==> config.mk <==
export PLATFORM = sky130hd
export DESIGN_NAME = draw_sequencer
export DESIGN_NICKNAME = d
export VERILOG_FILES = /design/src/rtl/draw_pkg.sv /design/src/rtl/draw_sequencer_plot_mux.sv /design/src/rtl/draw_sequencer.sv
export SDC_FILE = /design/constraint.sdc
export NUM_CORES = 1
export LEC_CHECK = 0
export ABC_AREA = 1
export CAP_MARGIN = 20
export CORE_MARGIN = 1.5
export CORE_UTILIZATION = 35
export CTS_CLUSTER_SIZE = 20
export DETAILED_ROUTE_END_ITERATION = 6
export PLACE_DENSITY = 0.67
export SYNTH_ARGS = -nofsm -noshare
export SYNTH_HDL_FRONTEND = slang
export SYNTH_SLANG_ARGS = --single-unit
==> constraint.sdc <==
create_clock -name clk -period 2.05 [get_ports clk]
set_input_delay 0.41 -clock clk [delete_from_list [all_inputs] [get_ports clk]]
set_output_delay 0.41 -clock clk [all_outputs]
set_load 0.005 [all_outputs]
==> src/rtl/draw_pkg.sv <==
// Shared definitions for the screen-drawing controllers: default pixel field widths,
// the frame sequencer state encoding and a small index-width helper.
package draw_pkg;

  localparam int DEF_X_W = 9;
  localparam int DEF_Y_W = 8;
  localparam int DEF_C_W = 3;

  typedef enum logic [2:0] {
    S_IDLE,
    S_SCAN,
    S_LAUNCH,
    S_WAIT,
    S_FINISH
  } draw_state_t;

  function automatic int idx_width(input int n);
    return (n > 1) ? $clog2(n) : 1;
  endfunction

endpackage

==> src/rtl/draw_sequencer_plot_mux.sv <==
// Registered N:1 selector that forwards one drawer client's pixel to the VGA port.
// Plot is only passed while routing is enabled; coordinates and colour hold otherwise.
module plot_mux
  import draw_pkg::*;
#(
  parameter int N_CLIENTS = 4,
  parameter int X_W       = DEF_X_W,
  parameter int Y_W       = DEF_Y_W,
  parameter int C_W       = DEF_C_W,
  parameter int IDX_W     = idx_width(N_CLIENTS)
) (
  input  logic                     clk,
  input  logic                     reset,
  input  logic                     route,
  input  logic [IDX_W-1:0]         sel,
  input  logic [N_CLIENTS-1:0]     client_plot,
  input  logic [N_CLIENTS*X_W-1:0] client_x,
  input  logic [N_CLIENTS*Y_W-1:0] client_y,
  input  logic [N_CLIENTS*C_W-1:0] client_col,
  output logic [X_W-1:0]           x_out,
  output logic [Y_W-1:0]           y_out,
  output logic [C_W-1:0]           color_out,
  output logic                     plot_out
);

  logic [X_W-1:0] x_sel;
  logic [Y_W-1:0] y_sel;
  logic [C_W-1:0] c_sel;
  logic           p_sel;

  always_comb begin
    x_sel = client_x[int'(sel)*X_W +: X_W];
    y_sel = client_y[int'(sel)*Y_W +: Y_W];
    c_sel = client_col[int'(sel)*C_W +: C_W];
    p_sel = client_plot[sel];
  end

  always_ff @(posedge clk or posedge reset) begin
    if (reset) begin
      x_out     <= '0;
      y_out     <= '0;
      color_out <= '0;
      plot_out  <= 1'b0;
    end else begin
      plot_out <= route & p_sel;
      if (route) begin
        x_out     <= x_sel;
        y_out     <= y_sel;
        color_out <= c_sel;
      end
    end
  end

endmodule

==> src/rtl/draw_sequencer.sv <==
// Per-frame scheduler for the shared VGA plot port: launches enabled drawer clients
// one at a time in index order and routes the active one's pixels to the adaptor.
module draw_sequencer
  import draw_pkg::*;
#(
  parameter int N_CLIENTS = 4,
  parameter int X_W       = DEF_X_W,
  parameter int Y_W       = DEF_Y_W,
  parameter int C_W       = DEF_C_W,
  parameter int TIMEOUT   = 65535
) (
  input  logic                     clk,
  input  logic                     reset,
  input  logic                     frame_tick,
  input  logic [N_CLIENTS-1:0]     client_en,
  input  logic [N_CLIENTS-1:0]     client_done,
  input  logic [N_CLIENTS-1:0]     client_plot,
  input  logic [N_CLIENTS*X_W-1:0] client_x,
  input  logic [N_CLIENTS*Y_W-1:0] client_y,
  input  logic [N_CLIENTS*C_W-1:0] client_col,
  output logic [N_CLIENTS-1:0]     client_go,
  output logic [X_W-1:0]           x_out,
  output logic [Y_W-1:0]           y_out,
  output logic [C_W-1:0]           color_out,
  output logic                     plot_out,
  output logic                     busy,
  output logic                     frame_done,
  output logic                     overrun,
  output logic                     timeout_err
);

  localparam int IDX_W   = idx_width(N_CLIENTS);
  localparam int TIMER_W = 17;
  localparam logic [IDX_W-1:0]   LAST_IDX  = IDX_W'(N_CLIENTS - 1);
  localparam logic [TIMER_W-1:0] TIMER_MAX = TIMER_W'(TIMEOUT - 1);

  draw_state_t          state, state_nx;
  logic [IDX_W-1:0]     idx, idx_nx;
  logic [N_CLIENTS-1:0] mask, mask_nx;
  logic [TIMER_W-1:0]   timer, timer_nx;
  logic                 busy_nx;
  logic                 err_nx;
  logic                 leave;
  logic                 route;

  always_ff @(posedge clk or posedge reset) begin
    if (reset) begin
      state       <= S_IDLE;
      idx         <= '0;
      mask        <= '0;
      timer       <= '0;
      busy        <= 1'b0;
      timeout_err <= 1'b0;
      frame_done  <= 1'b0;
      overrun     <= 1'b0;
    end else begin
      state       <= state_nx;
      idx         <= idx_nx;
      mask        <= mask_nx;
      timer       <= timer_nx;
      busy        <= busy_nx;
      timeout_err <= err_nx;
      frame_done  <= (state == S_FINISH);
      overrun     <= frame_tick && (state != S_IDLE);
    end
  end

  // Done is only looked at in WAIT, so a level still high from the previous
  // frame cannot complete a client during its LAUNCH cycle.
  always_comb begin
    state_nx  = state;
    idx_nx    = idx;
    mask_nx   = mask;
    timer_nx  = timer;
    busy_nx   = busy;
    err_nx    = timeout_err;
    client_go = '0;
    leave     = 1'b0;
    route     = 1'b0;
    case (state)
      S_IDLE: begin
        if (frame_tick) begin
          mask_nx  = client_en;
          idx_nx   = '0;
          busy_nx  = 1'b1;
          state_nx = S_SCAN;
        end
      end
      S_SCAN: begin
        if (mask[idx]) begin
          state_nx = S_LAUNCH;
        end else if (idx == LAST_IDX) begin
          state_nx = S_FINISH;
        end else begin
          idx_nx = idx + 1'b1;
        end
      end
      S_LAUNCH: begin
        client_go[idx] = 1'b1;
        timer_nx       = '0;
        state_nx       = S_WAIT;
      end
      S_WAIT: begin
        timer_nx = timer + 1'b1;
        leave    = client_done[idx] || (timer == TIMER_MAX);
        route    = !leave;
        if (leave) begin
          if (!client_done[idx]) begin
            err_nx = 1'b1;
          end
          if (idx == LAST_IDX) begin
            state_nx = S_FINISH;
          end else begin
            idx_nx   = idx + 1'b1;
            state_nx = S_SCAN;
          end
        end
      end
      S_FINISH: begin
        busy_nx  = 1'b0;
        state_nx = S_IDLE;
      end
      default: begin
        state_nx = S_IDLE;
      end
    endcase
  end

  plot_mux #(
    .N_CLIENTS (N_CLIENTS),
    .X_W       (X_W),
    .Y_W       (Y_W),
    .C_W       (C_W),
    .IDX_W     (IDX_W)
  ) u_plot_mux (
    .clk         (clk),
    .reset       (reset),
    .route       (route),
    .sel         (idx),
    .client_plot (client_plot),
    .client_x    (client_x),
    .client_y    (client_y),
    .client_col  (client_col),
    .x_out       (x_out),
    .y_out       (y_out),
    .color_out   (color_out),
    .plot_out    (plot_out)
  );

endmodule

== Word-level counts from Yosys, hierarchy flattened ==
Index checks and enable logic that the tools add are counted.

* Flip-flop bits (word level): 51
* Input port bits: 95
* Output and inout bits: 29
* Word-level logic and storage cells: 71

* $add $sub $neg: 2
* Multipliers: 2
* Magnitude comparators: 2
* Equal/unequal tests: 10
* Shift-type cells: 3
* Muxes and demuxes: 24
* Bitwise operators: 2
* Reduce and logical (&&, ||, !) cells: 14

{| class="wikitable"
|+ Operator list
! cell !! count
|-
| 36-bit by 32-bit variable part select with 9-bit output || 1
|-
| 17-bit case mux with 2 select lines || 1
|-
| 12-bit by 32-bit variable part select with 3-bit output || 1
|-
| 32-bit by 6-bit variable part select with 8-bit output || 1
|-
| 17-bit by 1-bit adder with 17-bit output, second input constant || 1
|-
| 17-bit by 16-bit equality test with 1-bit output, second input constant || 1
|-
| 3-bit two-way mux || 5
|-
| 3-bit case mux with 4 select lines || 1
|-
| 2-bit two-way mux || 4
|-
| 1-bit binary-select mux with 2-bit select || 3
|-
| 3-bit by 2-bit equality test with 1-bit output, second input constant || 2
|-
| 2-bit by 4-bit multiplier with 6-bit output, second input constant || 1
|-
| 1-bit two-way mux || 6
|-
| 2-bit != test, second input constant || 3
|-
| 2-bit case mux with 3 select lines || 1
|-
| 3-bit AND reduction || 2
|-
| 3-bit nonzero test || 2
|-
| 2-bit by 2-bit multiplier with 4-bit output, second input constant || 1
|-
| 4-bit two-way mux || 1
|-
| 2-bit AND reduction || 2
|-
| 4-bit AND reduction || 1
|-
| 2-bit nonzero test || 2
|-
| 3-bit by 1-bit equality test with 1-bit output, second input constant || 1
|-
| 3-bit equality test, second input constant || 1
|-
| other kinds (13) || 14
|}

== Logic depth before layout (Yosys ltp) ==
Gate-level depths: netlist (run 1).

* Depth in word-level cells: 6
* Mapped depth: 11

== Hierarchy ==
Synthesis (run 1) repeated with hierarchy kept, for this count alone.

* Cells, all modules: 570
* Area, all modules: 3,570.9 um^2

{| class="wikitable"
|+ Modules (own cells, without submodules)
! module !! instances !! cells each !! area an instance (um^2) !! seq. area each (um^2)
|-
| plot_mux || 1 || 332 || 1,835.5 || 525.5
|-
| draw_sequencer || 1 || 238 || 1,735.4 || 750.7
|}

== Worst setup path after synthesis (run 1) ==
Ideal clock, no wire load.

* Path type: reg2out
* Start point: reg idx[1]
* End point: out client_go[0]
* Arrival: 1.153 ns
* Data required time: 1.640 ns
* Setup slack: 0.487 ns
* Stages on the path, launching flop included: 6
* Buffers on the path: 1
* Cells stage by stage: dfrtp_1 inv_1 clkbuf_1 ha_1 inv_1 nor2_1

* Cells in the longest elaborated chain, start to end: 5
* Elaborated cells on any way between the ends: 6

{| class="wikitable"
|+ RTL lines
! what !! RTL line !! text
|-
| start: declaration || draw_sequencer.sv:38 || <nowiki>logic [IDX_W-1:0] idx, idx_nx;</nowiki>
|-
| start signal: assignment || draw_sequencer.sv:58 || <nowiki>idx <= idx_nx;</nowiki>
|-
| 2-bit by 3-bit < comparator with 1-bit output (not written as such) / 2-bit by 1-bit >= comparator with 1-bit output (equally long branches) || draw_sequencer.sv:99 || <nowiki>client_go[idx] = 1'b1;</nowiki>
|-
| 1-bit logical AND (not written as such) || draw_sequencer.sv:99 ||
|-
| 1-bit two-way mux (not written as such) || draw_sequencer.sv:99 ||
|-
| 1-bit demux with 2-bit select * || draw_sequencer.sv:99 ||
|-
| 4-bit two-way mux * || draw_sequencer.sv:80 || <nowiki>case (state)</nowiki>
|-
| end: declaration || draw_sequencer.sv:21 || <nowiki>output logic [N_CLIENTS-1:0] client_go,</nowiki>
|}

Mark *: on every way between the ends. The rest lies on a longest branch, timed or not.

== Worst setup path after layout (run 1) ==
* Start point: reg idx[0]
* End point: out client_go[3]

Same word-level chain as after synthesis.

==> metrics.md, run 1 <==
| Metric | Value |
|---|---|
| GR Util All Layers | 20.48% |
| Final setup viols | 0 |
| Register bit total from synthesis | 51 |
| Crit Path Max Fanout | 7 |
| RSZ-0062 raised after global routing | false |
| Max-slew violations | 0 |
| Buffers added on ports | 123 |
| Die area | 9402 µm² |
| Detailed-routed wire length on met3 | 587 µm |
| CTS H-tree lvls | 2 |
| Uppermost layer routed | met4 |
| Skew final | 0.01400 ns |
| Post-detail-place hpwl | 7342 µm |
| Starting Density | 35.79% |
| Crit path required time | 1.64 ns |
| Syn_area_per_cell | 6.929 µm² |
| Slew HR | 81.19% |
| Leak pwr | 2.112 nW |
| Fin cells | 688 |
| WHS | 0.4530 ns |
| Global-route wire length before repair | 15660 µm |
| Worst path cell trace | buf_4 > ha_2 > inv_1 > nor2_1 > dlygate4sd2_1 |
| Seq/Total Area, Yosys | 41.30% |
| Reg-to-reg slack, setup | 0.20 ns |
| Number of diodes | 0 |
| CP top delay family | buffers and inverters |
| Via density | 4.910 |
| WS Path Type | flop to output port |
| WL met2 | 4600 µm |
| Num rows | 34 |
| Wire length per cell | 13.93 µm |
| Mapped Area | 3090 µm² |
| Layout cell share with drive strength beyond 1 | 8.793% |
| Largest net degree at the start of global routing | 52 |
| CP endpoint kind | output port |
| GRT overflow | 0 |
| Largest cells by area after synthesis | dfrtp_1 41%, nand2_1 16%, o21ai_0 9.9% |
| # fillers | 830 |
| M1 WL | 4178 µm |
| Max Cap Viol | 0 |
| CP Buf/Inv Count | 3 |
| Hold/Removal Path Class | primary input to async pin |
| Most frequent cells in the layout | 130 x nand2_1, 119 x clkdlybuf4s50_1, 78 x nor2_1, 61 x o21ai_0, 48 x dfrtp_1 |
| Final Hold Vio Count | 0 |
| Fmax | 515.5 MHz |
| Crit path DAT | 1.53 ns |
| Reg-to-Reg Start | idx[0]$_DFFE_PP0P_ |
| Slowest stage delay, CP | 0.45 ns |
| DRC viols | 0 |
| Pwr Density | 1021 nW/µm² |
| Dpl cells | 673 |
| Ys Warns | 0 |
| Nets | 680 |
| Crit. Startpoint | idx[0]$_DFFE_PP0P_ |
| Die width | 96.97 µm |
| Worst-skew pair later-pin latency | 0.31 ns |
| Die Y | 96.97 µm |
| Slew @ Worst Pin | 0.2821 ns |
| Vias in the first global route | 3430 |
| DRT antenna net count | 0 |
| Clk buf depth | 2 |
| Synth Net Count | 547 |
| WL final | 9586 µm |
| Slowest cell on the critical path | dfrtp_2 |
| Total vias in the final route | 3378 |
| Maximum VDD drop | 0.3861 mV |
| Core area | 8636 µm² |
| Io pins | 124 |
| Tcrit/Tclk final | 94.64% |
| Total power | 4.752 mW |
| CTS tree | done |
| GPL Wtd Cong | 0.8550 |
| Worst setup SP type | flop |
| Critical R2R Capture | u_plot_mux.x_out[0]$_DFFE_PP0P_ |
| Most common cell after layout, fill and taps aside | nand2_1 |
| Cts hold-fix bufs | 0 |
| Clk pin slew, worst setup/hold paths | 0.10 ns |
| Router iterations before antenna repair | 4 |
| Cell taking the most area after synthesis | dfrtp_1 |
| Clock sink count | 51 |
| Setup TNS | 0 ns |
| Cells after Synth | 446 |
| Status | completed |
| Worst Reg-to-Reg Cells | 11 |
| Post-synth cell types | 28 |
| Initial antenna violation count | 0 |
| Post-layout min period | 1.940 ns |
| Total CTS buffers | 5 |
| Area share of the largest cell type after synthesis | 41.30% |
| Root Driver | clkbuf_8 |
| Area Growth Syn to Fin | 50.61% |
| Initial DRC count | 149 |
[worst register-to-register path, delay by kind of cell, from the launching register on]
kind          cells  cell delay, ns
buf+inv           3            0.61
simple gates      8            0.69
flops             1            0.45
[metrics by stage]
step | setup WS (ns) | utilization, % | cell area [µm²]
2_1_floorplan | 0.4105 | - | 3090
3_3_place_gp | 0.1823 | 51.80 | 4473
3_5_place_dp | 0.1342 | 51.80 | 4473
4_1_cts | 0.007137 | 53.84 | 4649
5_1_grt | 0.04462 | 53.90 | 4654
6_report | 0.1100 | 53.90 | 4654
[worst max path at each step]
| stage | to | slack [ns] | cells after the start |
|---|---|---|---|
| floorplan | busy$_DFFE_PP0P_ | 0.41 | 1 |
| CTS | client_go[0] | 0.007 | 6 |
| global placement | client_go[3] | 0.18 | 4 |
| detailed placement | u_plot_mux.x_out[4]$_DFFE_PP0P_ | 0.13 | 11 |
| global route | client_go[3] | 0.04 | 5 |
| finish | client_go[3] | 0.11 | 5 |
[cells in the mapped netlist]
library cell,count
a21boi_0,1
a21oi_1,6
a22oi_1,1
a31oi_1,1
buf_2,3
buf_4,4
buf_6,3
clkbuf_1,10
dfrtp_1,51
ha_1,6
inv_1,32
inv_2,3
nand2_1,130
nand2_2,3
nand2_4,1
nand3_1,17
nand3_2,2
nand4_1,2
nand4_2,1
nor2_1,79
nor2_2,1
nor2_4,1
nor3_1,3
o211ai_1,1
o21ai_0,61
o21bai_1,1
o22ai_1,20
xor2_1,2
[timing repair]
action                     in CTS  in global routing
resized for setup              12                  3
buffers inserted                7                  0
setup endpoints to repair       4                  3
[state kept, by name (all words and copies together) (netlist names)]
name                  count
timeout_err               1
u_plot_mux.plot_out       1
frame_done                1
u_plot_mux.color_out      3
state                     3
idx                       2
busy                      1
u_plot_mux.x_out          9
u_plot_mux.y_out          8
mask                      4
timer                    17
overrun                   1
[area by class of cell]
cell class	count	area [µm²]	area share, %
Multi-Input combinational cell	340	1572	33.76
Timing Repair Buffer	146	1419	30.48
Tap cell	108	135.1	2.903
Sequential cell	51	1280	27.50
Clock buffer	5	68.82	1.478
Clock inverter	3	43.79	0.9409
Inverter	35	136.4	2.930
[metal layers]
| metal | vias up | global-route usage [%] |
|---|---|---|
| met5 | - | 0 |
| met4 | 0 | 6.577 |
| met3 | 16 | 4.769 |
| met2 | 101 | 37.06 |
| met1 | 1560 | 23.74 |
| li1 | 1701 | - |
[report_power, final]
| part | internal [mW] | leakage, nW | switching [mW] |
|---|---|---|---|
| Sequential | 1.32 | 0.660 | 0.239 |
| Clock | 0.364 | 0.0581 | 0.345 |
| Combinational | 1.17 | 1.39 | 1.32 |
[logic make-up (layout without fill, tap and decap cells)]
| family | after synthesis | count (layout) | synth area share (%) |
|---|---|---|---|
| compound gates | 92 | 92 | 16.07 |
| fa+ha+maj | 6 | 6 | 2.429 |
| buf+inv | 55 | 189 | 8.016 |
| simple gates | 240 | 240 | 31.62 |
| xor+xnor | 2 | 2 | 0.5669 |
| flops | 51 | 51 | 41.30 |
No activity file was read; power rests on OpenSTA's default activity.
==> run 2: changes to the inputs <==
--- a/config.mk
+++ b/config.mk
@@ -8,10 +8,9 @@
 export ABC_AREA = 1
 export CAP_MARGIN = 20
 export CORE_MARGIN = 1.5
-export CORE_UTILIZATION = 35
+export CORE_UTILIZATION = 29
 export CTS_CLUSTER_SIZE = 20
 export DETAILED_ROUTE_END_ITERATION = 6
-export PLACE_DENSITY = 0.67
 export SYNTH_ARGS = -nofsm -noshare
 export SYNTH_HDL_FRONTEND = slang
 export SYNTH_SLANG_ARGS = --single-unit
==> metrics.md, run 2 (synthesized netlist as in run 1, its figures left out) <==
| Metric | Value |
|---|---|
| Worst Setup EP | client_go[2] |
| Slowest cell on the critical path | dfrtp_1 |
| Final Hold Vio Count | 0 (unchanged) |
| Tcrit/Tclk final | 95.99% (+1.4 points) |
| Worst-skew pair later-pin latency | 0.30 ns (about the same) |
| Largest register FFs | 17 (unchanged) |
| Critical R2R Capture | u_plot_mux.x_out[8]$_DFFE_PP0P_ |
| Largest net degree at the start of global routing | 31 (-40%) |
| Pwr Density | 987.6 nW/µm² (-3.3%) |
| Post-layout min period | 1.968 ns (+0.02778 ns) |
| Crit path DAT | 1.56 ns (+0.03 ns) |
| GPL Wtd Cong | 0.8578 (+0.33%) |
| Slowest stage delay, CP | 0.42 ns (-0.03 ns) |
| Worst Reg-to-Reg Cells | 11 (unchanged) |
| Setup TNS | 0 ns (unchanged) |
| Global-route wire length before repair | 15700 µm (+0.22%) |
| Max Cap Viol | 0 (unchanged) |
| Area Growth Syn to Fin | 51.38% |
| Total CTS buffers | 5 (unchanged) |
| Core Util, Final | 45.32% (-8.6 points) |
| Nets | 680 (unchanged) |
| Number of diodes | 0 (unchanged) |
| Leak pwr | 2.095 nW (-0.81%) |
| RSZ-0062 raised after global routing | false |
| DRT antenna net count | 0 (unchanged) |
| Initial DRC count | 115 (-23%) |
| Fmax | 508.2 MHz (-1.4%) |
| Most frequent cells in the layout | 130 x nand2_1, 119 x clkdlybuf4s50_1, 77 x nor2_1, 61 x o21ai_0, 50 x dfrtp_1 |
| WHS | 0.4577 ns (+0.004757 ns) |
| Clk pin slew, worst setup/hold paths | 0.10 ns (about the same) |
| Crit path required time | 1.64 ns (about the same) |
| Dpl cells | 700 (+4.0%) |
| Buffers added on ports | 123 (unchanged) |
| Biggest register | timer |
| Initial antenna violation count | 0 (unchanged) |
| Design area | 4678 µm² (+0.51%) |
| Reg-to-Reg Start | idx[0]$_DFFE_PP0P_ |
| Total power | 4.620 mW (-2.8%) |
| Vias in the first global route | 3394 (-1.0%) |
| Worst setup SP type | flop |
| Via density | 4.619 (-5.9%) |
| Total vias in the final route | 3307 (-2.1%) |
| Die Y | 106.2 µm (+9.6%) |
| Dpl cell area | 4501 µm² (+0.62%) |
| Die area | 11280 µm² (+20%) |
| Worst path cell trace | buf_4 > buf_6 > ha_1 > inv_1 > nor2_1 > dlygate4sd2_1 |
| DRC viols | 0 (unchanged) |
| CP endpoint kind | output port |
| CTS tree | done |
| Max-slew violations | 0 (unchanged) |
| GRT overflow | 0 (unchanged) |
| Fin cells | 716 (+4.1%) |
| Crit. Startpoint | idx[1]$_DFFE_PP0P_ |
| Status | completed |
| Reg-to-reg slack, setup | 0.20 ns (about the same) |
| Pre-CTS WS | 0.1520 ns (+0.01781 ns) |
| CTS H-tree lvls | 2 (unchanged) |
| Clock sink count | 51 (unchanged) |
| Skew final | 0.01082 ns (-0.003183 ns) |
| Router iterations before antenna repair | 4 (unchanged) |
| Num rows | 37 (+8.8%) |
| # fillers | 997 (+20%) |
| WS Path Type | flop to output port |
| Layout cell share with drive strength beyond 1 | 8.448% (-0.34 points) |
| WL final | 9470 µm (-1.2%) |
| Core area | 10320 µm² (+20%) |
| Die width | 106.2 µm (+9.6%) |
| Crit Path Max Fanout | 10 (+3) |
| Final setup viols | 0 (unchanged) |
| Clk buf depth | 2 (unchanged) |
| Starting Density | 29.94% (-5.9 points) |
| GR Util All Layers | 17.30% (-3.2 points) |
| Top flop regs | timer (17), u_plot_mux.x_out (9), u_plot_mux.y_out (8) |
| Maximum VDD drop | 0.4164 mV (+7.8%) |
| Most common cell after layout, fill and taps aside | nand2_1 |
| Wire length per cell | 13.23 µm (-5.1%) |
| Final worst slack | 0.08218 ns (-0.02778 ns) |
| Post-detail-place hpwl | 7412 µm (+0.95%) |
| Io pins | 124 (unchanged) |
| Hold/Removal Path Class | primary input to async pin |
| Root Driver | clkbuf_8 |
| Slew @ Worst Pin | 0.5019 ns (+0.2198 ns) |
| Slew HR | 66.49% (-15 points) |
[run 2: where the power goes]
part	total, mW	internal (mW)	switching, mW
Sequential	1.52	1.31	0.200
Combinational	2.53	1.18	1.34
Clock	0.578	0.246	0.333
Total	4.62	2.74	1.88
[run 2: how the worst min path moves through the flow]
stage                                      endpoint                             from  slack (ns)
detailed placement  u_plot_mux.y_out[1]$_DFFE_PP0P_  u_plot_mux.y_out[1]$_DFFE_PP0P_        0.47
global route        u_plot_mux.x_out[7]$_DFFE_PP0P_                            reset        0.51
finish                           idx[1]$_DFFE_PP0P_                            reset        0.46
global placement    u_plot_mux.y_out[4]$_DFFE_PP0P_  u_plot_mux.y_out[4]$_DFFE_PP0P_        0.46
CTS                              idx[1]$_DFFE_PP0P_                            reset        0.48
floorplan                       mask[1]$_DFFE_PP0P_              mask[1]$_DFFE_PP0P_        0.45
[run 2: timing repair]
action	in CTS	in global routing
setup endpoints to repair	4	22
pin swaps	1	0
gates resized for setup	12	4
buffers inserted	6	2
hold buffers	0	0
[run 2: area by class of cell]
cell class                 instances  area, µm²  share of cell area, %
clock inverter                     2      17.52                 0.3744
clock buffer                       6      72.57                  1.551
sequential                        51       1277                  27.31
inverter                          35      133.9                  2.862
timing repair buffer             146       1419                  30.33
tap                              136      170.2                  3.637
multi-input combinational        340       1588                  33.94
[run 2: worst max-delay path, delay by kind of cell, from the launching register on]
kind | cells | cell delay [ns]
flops | 1 | 0.42
buf+inv | 4 | 0.61
simple gates | 1 | 0.04
fa+ha+maj | 1 | 0.18
[run 2: layer usage]
| layer | wire length (µm) | GRT usage [%] | vias up |
|---|---|---|---|
| met5 | 0 | 0 | - |
| li1 | - | - | 1701 |
| met3 | 694 | 5.089 | 8 |
| met1 | 4035 | 20.22 | 1497 |
| met4 | 106 | 2.992 | 0 |
| met2 | 4634 | 31.47 | 101 |
